$ cat src/rtl/gf163_mult_io.sv
// gf163_mult_io: bus-side operand/result stage for the GF(2^163) multiplier.
// Collects A and B as 32-bit words, holds mul_start for the whole operation,
// captures the product on mul_done and serves it back word by word.
// A cycle watchdog returns the bus side to IDLE if the multiplier never answers.
`timescale 1ns/1ps
module gf163_mult_io #(
    parameter int WORD_W  = 32,
    parameter int NWORDS  = 6,
    parameter int TIMEOUT = 400
) (
    input  logic              clk,
    input  logic              rst,
    input  logic              wr_en,
    input  logic              wr_sel,
    input  logic [2:0]        wr_idx,
    input  logic [WORD_W-1:0] wr_data,
    input  logic              go,
    input  logic [2:0]        rd_idx,
    output logic [WORD_W-1:0] rd_data,
    output logic              busy,
    output logic              res_valid,
    output logic              timeout,
    output logic [162:0]      mul_a,
    output logic [162:0]      mul_b,
    output logic              mul_start,
    input  logic [162:0]      mul_z,
    input  logic              mul_done
);

    localparam int          N        = 163;
    // Width of the topmost, partial operand word (bits [162:160]).
    localparam int          LAST_W   = N - (NWORDS - 1) * WORD_W;
    localparam logic [8:0]  CNT_LAST = 9'(TIMEOUT - 1);

    localparam logic [0:0]  ST_IDLE  = 1'b0;
    localparam logic [0:0]  ST_RUN   = 1'b1;

    logic [0:0]        state_reg, state_next;
    logic [N-1:0]      a_reg, a_next;
    logic [N-1:0]      b_reg, b_next;
    logic [N-1:0]      res_reg, res_next;
    logic [8:0]        cnt_reg, cnt_next;
    logic              res_valid_reg, res_valid_next;
    logic              timeout_reg, timeout_next;

    logic              wr_ok;
    logic [NWORDS-1:0] wr_a_hit;
    logic [NWORDS-1:0] wr_b_hit;
    logic [WORD_W-1:0] res_word [8];

    // Operand words only change while IDLE, so the multiplier sees stable inputs in RUN.
    assign wr_ok = wr_en && (state_reg == ST_IDLE);

    genvar gi;
    generate
        for (gi = 0; gi < NWORDS; gi++) begin : g_op
            assign wr_a_hit[gi] = wr_ok && !wr_sel && (wr_idx == 3'(gi));
            assign wr_b_hit[gi] = wr_ok &&  wr_sel && (wr_idx == 3'(gi));
            if (gi < NWORDS - 1) begin : g_full
                assign a_next[gi*WORD_W +: WORD_W] = wr_a_hit[gi] ? wr_data : a_reg[gi*WORD_W +: WORD_W];
                assign b_next[gi*WORD_W +: WORD_W] = wr_b_hit[gi] ? wr_data : b_reg[gi*WORD_W +: WORD_W];
            end else begin : g_last
                // Only the low bits of the last word land in the operand; the rest are dropped.
                assign a_next[N-1 -: LAST_W] = wr_a_hit[gi] ? wr_data[LAST_W-1:0] : a_reg[N-1 -: LAST_W];
                assign b_next[N-1 -: LAST_W] = wr_b_hit[gi] ? wr_data[LAST_W-1:0] : b_reg[N-1 -: LAST_W];
            end
        end

        // Result word view: word NWORDS-1 is zero-extended, indices past it read 0.
        for (gi = 0; gi < 8; gi++) begin : g_rd
            if (gi < NWORDS - 1) begin : g_full
                assign res_word[gi] = res_reg[gi*WORD_W +: WORD_W];
            end else if (gi == NWORDS - 1) begin : g_last
                assign res_word[gi] = {{(WORD_W-LAST_W){1'b0}}, res_reg[N-1 -: LAST_W]};
            end else begin : g_none
                assign res_word[gi] = '0;
            end
        end
    endgenerate

    // Control: launch, completion capture and watchdog abort.
    always_comb begin
        state_next     = state_reg;
        res_next       = res_reg;
        cnt_next       = cnt_reg;
        res_valid_next = res_valid_reg;
        timeout_next   = timeout_reg;
        case (state_reg)
            ST_IDLE: begin
                // A spurious mul_done here is deliberately ignored.
                if (wr_en) begin
                    res_valid_next = 1'b0;
                end
                if (go) begin
                    state_next     = ST_RUN;
                    res_next       = '0;
                    res_valid_next = 1'b0;
                    timeout_next   = 1'b0;
                    cnt_next       = '0;
                end
            end
            ST_RUN: begin
                cnt_next = cnt_reg + 9'd1;
                // mul_done has priority over a coinciding watchdog expiry.
                if (mul_done) begin
                    res_next       = mul_z;
                    res_valid_next = 1'b1;
                    state_next     = ST_IDLE;
                end else if (cnt_reg == CNT_LAST) begin
                    timeout_next   = 1'b1;
                    res_valid_next = 1'b0;
                    state_next     = ST_IDLE;
                end
            end
            default: begin
                state_next = ST_IDLE;
            end
        endcase
    end

    // State and datapath registers; rst clears everything at once.
    always_ff @(posedge clk or posedge rst) begin
        if (rst) begin
            state_reg     <= ST_IDLE;
            a_reg         <= '0;
            b_reg         <= '0;
            res_reg       <= '0;
            cnt_reg       <= '0;
            res_valid_reg <= 1'b0;
            timeout_reg   <= 1'b0;
        end else begin
            state_reg     <= state_next;
            a_reg         <= a_next;
            b_reg         <= b_next;
            res_reg       <= res_next;
            cnt_reg       <= cnt_next;
            res_valid_reg <= res_valid_next;
            timeout_reg   <= timeout_next;
        end
    end

    // mul_start is decoded from state so it drops as soon as rst asserts.
    assign busy      = (state_reg == ST_RUN);
    assign mul_start = (state_reg == ST_RUN);
    assign res_valid = res_valid_reg;
    assign timeout   = timeout_reg;
    assign mul_a     = a_reg;
    assign mul_b     = b_reg;
    assign rd_data   = res_word[rd_idx];

endmodule

$ cat config.mk
export PLATFORM = sky130hd
export DESIGN_NAME = gf163_mult_io
export DESIGN_NICKNAME = d
export VERILOG_FILES = /design/src/rtl/gf163_mult_io.sv
export SDC_FILE = /design/constraint.sdc
export NUM_CORES = 1
export LEC_CHECK = 0
export CAP_MARGIN = 5
export CELL_PAD_IN_SITES_DETAIL_PLACEMENT = 0
export CELL_PAD_IN_SITES_GLOBAL_PLACEMENT = 1
export CORE_UTILIZATION = 39
export CTS_CLUSTER_DIAMETER = 60
export DETAILED_ROUTE_END_ITERATION = 10
export PLACE_DENSITY_LB_ADDON = 0.1
export SYNTH_ARGS = -nofsm -noshare
export SYNTH_HDL_FRONTEND = slang
export SYNTH_SLANG_ARGS = --single-unit
$ cat constraint.sdc
create_clock -name clk -period 17.9 [get_ports clk]
set_input_delay 2.685 -clock clk [delete_from_list [all_inputs] [get_ports clk]]
set_output_delay 2.685 -clock clk [all_outputs]
set_load 0.02 [all_outputs]
==> results.md, run 1 <==
* Outcome: complete, no violations
* Register area at 12500 sq um
* Die height at 228 um
* Critical path type: in2out
* DRC at 0
* DR vias at 13422
* Cell Chain, Critical Path: clkdlybuf4s50_1 > buf_4 > nand2b_1 > buf_4 > o22ai_1 > clkdlybuf4s50_1
* Final hold violation count at 0
* Die area at 52000 sq um
* I/O pin cnt at 569
* Post-synth top area share at 62.9%
* Final Critical Period at 7.81 ns
* Root Buffer: clkbuf_16
* FF+latch count, synth at 501
* Syn nets at 1525
* Average cell area after synthesis at 15.1 sq um
* Postcts setup bufs at 0
* Max-cap violation count at 0
* Multi-input logic area at 6870 sq um
* Seq/Total Area, Yosys at 62.9%
* R2R Path Start: busy
* Vias in the first global route at 14031
* CTS tree: yes
* Top post-synthesis cells by area: dfrtp_1 63%, mux2_2 15%, a22o_1 7.2%, mux2i_1 3.4%, mux2_4 2.3%
* Clock Path Buffers at 3
* Crit path capture: rd_data[10]
* Setup TNS at 0 ns
* CTS H-tree depth at 2
* Slew Limit Fails at 0
* CTS resizes at 0
* Top cell type by total area after synthesis: dfrtp_1
* RSZ-0062 raised after global routing: no
* Share of layout cells above drive strength 1 at 22.2%
* Reg2reg setup slack at 14.61 ns
* Crit path setup slack, layout at 10.09 ns
* Total global routing overflow at 0
* Vias per cell at 5.25
* Crit-path max cell delay at 0.67 ns
* Commonest cells after routing, fill and taps aside: 566 x clkdlybuf4s50_1, 501 x dfrtp_1, 265 x mux2_2
* Initial core utilization at 39.7%
* Hold crit path type: reg2reg
* DRT iter0 DRCs at 793
* Setup Viol. Count Final at 0
* Fin crit share at 43.6%
* Req. time, crit path at 15.21 ns
* Row cnt at 82
* Area after DPL at 26100 sq um
* Nets@finish at 2043
* Post-route cell area at 27900 sq um
* Slowest-stage cell, CP: clkdlybuf4s50_1
* FF-to-FF End: res_reg[109]
* Clock latency on the worst-skew pair at 0.60 ns
* PortBufs at 568
* Netlist cell types at 42
* CTS Hold Bufs at 0
* Final ANT Viol Nets at 0
* Router iterations before antenna repair at 5
* Maximum VDD drop at 0.105 mV
* Routability cong. at 0.838
* # fillers at 4221
* Maximum clock frequency at 0.128 GHz
* Dpl ws at 10.07 ns
* Antenna violations before repair at 17
* Most common cell after layout, fill and taps aside: clkdlybuf4s50_1
* Num Clock Sinks at 501
* Num CTS Buffers at 56
* Core area at 50300 sq um
* Pleak at 12.6 nW
* Clock Pin Slew Worst Setup and Hold Paths at 0.06 ns
* Gr usage total at 24.8%
* Fin Clk Skew at 0.0244 ns
* Max_slew headroom at 19.1%
* Final WL at 65200 um
* CP Launch Point: rd_idx[1]
* Fin Hold WS at 0.485 ns
* Post-DP HPWL at 44500 um
* Chip width at 228 um
* Data arrival time of the worst path at 5.12 ns
* Syn Inst Count at 1317
* Reg2Reg Depth at 5
* Worst-path maximum fanout at 34
* PwrDens at 137 nW/um^2
* Slew @ Worst Pin at 1.21 ns
* Mapped Area at 19900 sq um
* CP Capture Type: output pin
* WL/cell at 25.5 um
* Largest net degree at the start of global routing at 165
* Area growth, synth to finish at 40.1%
* Number of warnings issued by yosys at 0
* First-pass GRT wire length at 96700 um
* Worst setup SP type: input port
final cells by class:
type | count | area share [%]
sequential | 501 | 44.9
multi-input combinational | 688 | 24.6
timing repair buffer | 585 | 20.8
clock buffer | 86 | 6.00
tap | 672 | 3.01
clock inverter | 13 | 0.555
inverter | 3 | 0.0672
antenna | 7 | 0.0627
critical path: cells and delay by family:
| family | cells | cell delay, ns |
|---|---|---|
| and+or+nand+nor | 1 | 0.29 |
| AOI/OAI and AO/OA | 1 | 0.26 |
| buffers and inverters | 4 | 1.84 |
synth_stat cells, drive strengths merged:
master	number
ha	1
nand3	6
o22ai	29
or4	1
a311o	1
or3b	1
mux2	326
or3	3
nor2	2
and3	4
xor2	1
o211ai	4
a21o	1
nand2	12
buf	92
nor2b	4
and2	1
clkbuf	33
o221ai	3
o21ai	6
and4bb	2
o31ai	2
dfrtp	501
nand3b	1
a22o	163
nand4	2
mux2i	68
a2bb2oi	29
nor4b	4
o311ai	1
inv	3
nand2b	6
xnor2	1
or4b	2
nor3b	1
where the power goes:
group | internal (mW) | leakage [nW] | switching (mW) | total, mW
Combinational | 0.581 | 5.26 | 0.561 | 1.14
Clock | 0.683 | 0.904 | 0.466 | 1.15
Sequential | 1.38 | 6.42 | 0.142 | 1.52
Total | 2.65 | 12.6 | 1.17 | 3.81
stage by stage:
| step | std cells | total power [mW] | util [%] |
|---|---|---|---|
| floorplan | 1317 | 2.08 | - |
| global placement | 2449 | 2.68 | 51.9 |
| detailed placement | 2449 | 2.69 | 51.9 |
| CTS | 2548 | 3.86 | 55.5 |
| global route | 2551 | 3.97 | 55.5 |
| finish | 2555 | 3.81 | 55.6 |
kinds of logic (layout without fill, tap and decap cells):
kind of cell    after synthesis  after routing  share of synthesized area [%]
flops                       501            501                           62.9
mux                         394            394                           22.4
compound gates              239            239                           9.98
buf+inv                     128            687                           2.89
simple gates                 52             52                           1.73
xor+xnor                      2              2                         0.0879
fa+ha+maj                     1              1                         0.0627
other cells                   0              7                              0
how the worst min path moves through the flow:
stage	end	startpoint	depth (start not counted)
detailed placement	mul_a[96]	mul_a[96]	1
floorplan	res_reg[0]	res_reg[0]	1
global route	mul_b[124]	mul_b[124]	1
finish	mul_b[124]	mul_b[124]	1
CTS	mul_b[124]	mul_b[124]	1
global placement	mul_b[130]	mul_b[130]	1
per-layer routing:
| metal | GRT usage [%] | part of all wire, % | vias up | wire (um) |
|---|---|---|---|---|
| met3 | 8.83 | 8.1 | 95 | 5270 |
| li1 | - | - | 5890 | - |
| met1 | 31.8 | 42 | 7009 | 27300 |
| met5 | 0 | 0.18 | - | 117 |
| met4 | 6.82 | 2.2 | 20 | 1430 |
| met2 | 39.6 | 48 | 408 | 31000 |
Note: power is estimated with default switching activity, not from simulation.
==> run 2, diff against run 1 <==
--- a/config.mk
+++ b/config.mk
@@ -8,7 +8,7 @@
 export CAP_MARGIN = 5
 export CELL_PAD_IN_SITES_DETAIL_PLACEMENT = 0
 export CELL_PAD_IN_SITES_GLOBAL_PLACEMENT = 1
-export CORE_UTILIZATION = 39
+export CORE_UTILIZATION = 35
 export CTS_CLUSTER_DIAMETER = 60
 export DETAILED_ROUTE_END_ITERATION = 10
 export PLACE_DENSITY_LB_ADDON = 0.1
==> constraint.sdc (replaced) <==
create_clock -name clk -period 7 [get_ports clk]
set_input_delay 1.05 -clock clk [delete_from_list [all_inputs] [get_ports clk]]
set_output_delay 1.05 -clock clk [all_outputs]
set_load 0.02 [all_outputs]
==> run 2 against run 1 <==
Compared with the run above:
- cell count up 3.5%
- largest cell class unchanged
- clock power rose to 2.5 times the previous value
- register-to-register slack worse by 11 ns
- highest routed layer unchanged
- flip-flop and latch count stayed put
==> results.md, run 2 (synthesis gave the netlist of run 1 again) <==
* Max-cap violation count at 0 (unchanged)
* Final Critical Period at 4.48 ns
* Final WL at 67300 um (+3.3%)
* Commonest cells after routing, fill and taps aside: 566 x clkdlybuf4s50_1, 501 x dfrtp_1, 265 x mux2_2
* Outcome: complete, no violations
* Fin crit share at 64.0%
* Most common cell after layout, fill and taps aside: clkdlybuf4s50_1
* Crit path buf inv count at 3 (-1)
* Combinational Power Share at 30.2% (+0.3 points)
* Crit-path leading delay family: buffers and inverters
* CP Capture Type: output pin
* Row cnt at 87 (+6.1%)
* Gr usage total at 22.9% (-1.9 points)
* Critical path type: in2out
* Vias in the first global route at 14196 (+1.2%)
* Final hold violation count at 0 (unchanged)
* Register area at 12500 sq um (unchanged)
* Multi-input logic area at 6870 sq um (unchanged)
* Fin Clk Skew at 0.0156 ns (-0.00877 ns)
* WL/cell at 25.5 um (-0.19%)
* Largest net degree at the start of global routing at 174 (+5.5%)
* Clock latency on the worst-skew pair at 0.62 ns (+0.02 ns)
* CTS Hold Bufs at 0 (unchanged)
* Slowest-stage cell, CP: clkdlybuf4s50_1
* Clock Power Share at 29.9% (-0.2 points)
* Hold crit path type: reg2reg
* Chip width at 241 um (+5.5%)
* Worst-path maximum fanout at 32 (-5.9%)
* CTS tree: yes
* Die height at 241 um (+5.5%)
* DRT iter0 DRCs at 632 (-20%)
* Max_slew headroom at 22.4% (+3.3 points)
* Routability cong. at 0.860 (+2.5%)
* Core area at 56400 sq um (+12%)
* PwrDens at 347 nW/um^2 (+150%)
* Maximum VDD drop at 0.240 mV (+130%)
* Vias per cell at 5.05 (-3.9%)
* Root Buffer: clkbuf_16
* RSZ-0062 raised after global routing: no
* Worst setup SP type: input port
* I/O pin cnt at 569 (unchanged)
* First-pass GRT wire length at 97600 um (+0.98%)
* Dpl cells at 2532 (+3.4%)
* Setup Viol. Count Final at 0 (unchanged)
* Antenna violations before repair at 23 (+6)
* Crit-path max cell delay at 0.97 ns (+0.30 ns)
* PortBufs at 568 (unchanged)
* Final ANT Viol Nets at 0 (unchanged)
* Clock Pin Slew Worst Setup and Hold Paths at 0.06 ns (about the same)
* Non-Filler Instances at 2645 (+3.5%)
* CTS H-tree depth at 2 (unchanged)
* CTS resizes at 0 (unchanged)
* # fillers at 4984 (+18%)
* Most frequent cell on the critical path: clkdlybuf4s50_1
* Num Clock Sinks at 501 (unchanged)
* Initial core utilization at 35.4% (-4.3 points)
* Total global routing overflow at 0 (unchanged)
* Sequential share of power at 39.9% (about the same)
* Pleak at 12.6 nW (about the same)
* DR vias at 13357 (-0.48%)
* Die area at 57900 sq um (+11%)
* Sw Ratio at 31.0% (+0.39 points)
* Post-DP HPWL at 46400 um (+4.1%)
* Maximum clock frequency at 0.223 GHz
* Cell Chain, Critical Path: clkdlybuf4s50_1 > nand2b_1 > buf_4 > o22ai_1 > clkdlybuf4s50_1
* Slew @ Worst Pin at 1.16 ns (-0.0501 ns)
* Psw at 3.02 mW (+160%)
* Pint at 6.72 mW (+150%)
* Postcts setup bufs at 0 (unchanged)
* Req. time, crit path at 5.95 ns (-9.26 ns)
* Share of layout cells above drive strength 1 at 22.0% (-0.18 points)
* Slew Limit Fails at 0 (unchanged)
* Nets@finish at 2042 (-0.049%)
* Router iterations before antenna repair at 4 (-1)
* Num CTS Buffers at 56 (unchanged)
* Fin Hold WS at 0.485 ns (-0.000752 ns)
* Clock Path Buffers at 3 (unchanged)
* Area growth, synth to finish at 40.7%
* Core Util, Final at 49.8% (-5.8 points)
* Data arrival time of the worst path at 3.43 ns (-1.69 ns)
* DRC at 0 (unchanged)
## run 2: changes by cell type in the layout (fill, tap and decap cells not counted), moves of 2 or more
| cell | change |
|---|---|
| clkbuf_1 | +5 |
| inv_6 | -2 |
| diode_2 | +4 |
| inv_16 | +2 |
| buf_4 | -3 |
| buf_12 | +2 |
## run 2: area by class of cell
cell class	count	area share, %
flip-flops and latches	501	44.7
repair buffers	584	20.8
well taps	756	3.37
multi-input cells	688	24.5
diodes	11	0.0981
clock buffers	89	5.90
clock inverters	13	0.620
inverters	3	0.0535
## run 2: metal layers
layer	track usage (%)	part of all wire [%]
met1	28.5	41
met2	36.2	46
met3	8.97	9.0
met4	8.13	3.2
met5	0	0.25
## run 2: final timing paths
check	start	slack, ns	end	depth (start not counted)
min reg2reg	mul_b[122]	0.48	mul_b[122]	1
max	rd_idx[1]	2.52	rd_data[26]	5
max reg2reg	busy	3.90	res_reg[136]	4
max in group asynchronous	rst	4.56	res_reg[133]	3
min in group asynchronous	rst	0.97	res_reg[119]	2
min	mul_b[122]	0.48	mul_b[122]	1
## run 2: worst reg2reg max path: stages, from the launching register on
cell	delay, ns
dfrtp_1	0.81
and2_4	0.30
buf_4	0.82
buf_4	0.81
a22o_1	0.31
## run 2: power by group through the flow
stage	registers, mW	logic [mW]	clock network [mW]
after floorplan	4.47	0.858	0
after global placement	3.91	2.97	0
after detailed placement	3.93	2.96	0
after CTS	3.89	2.98	3.00
after global routing	3.97	3.10	3.11
final	3.89	2.94	2.91
## run 2: through the flow
step	TNS [ns]	instance area (sq um)	setup slack, ns	total power, mW
global placement	0	26200	2.52	6.88
CTS	0	28000	2.54	9.87
floorplan	-425.08	19900	-0.848	5.33
global route	0	28000	2.47	10.2
detailed placement	0	26200	2.54	6.89
finish	0	28100	2.52	9.74
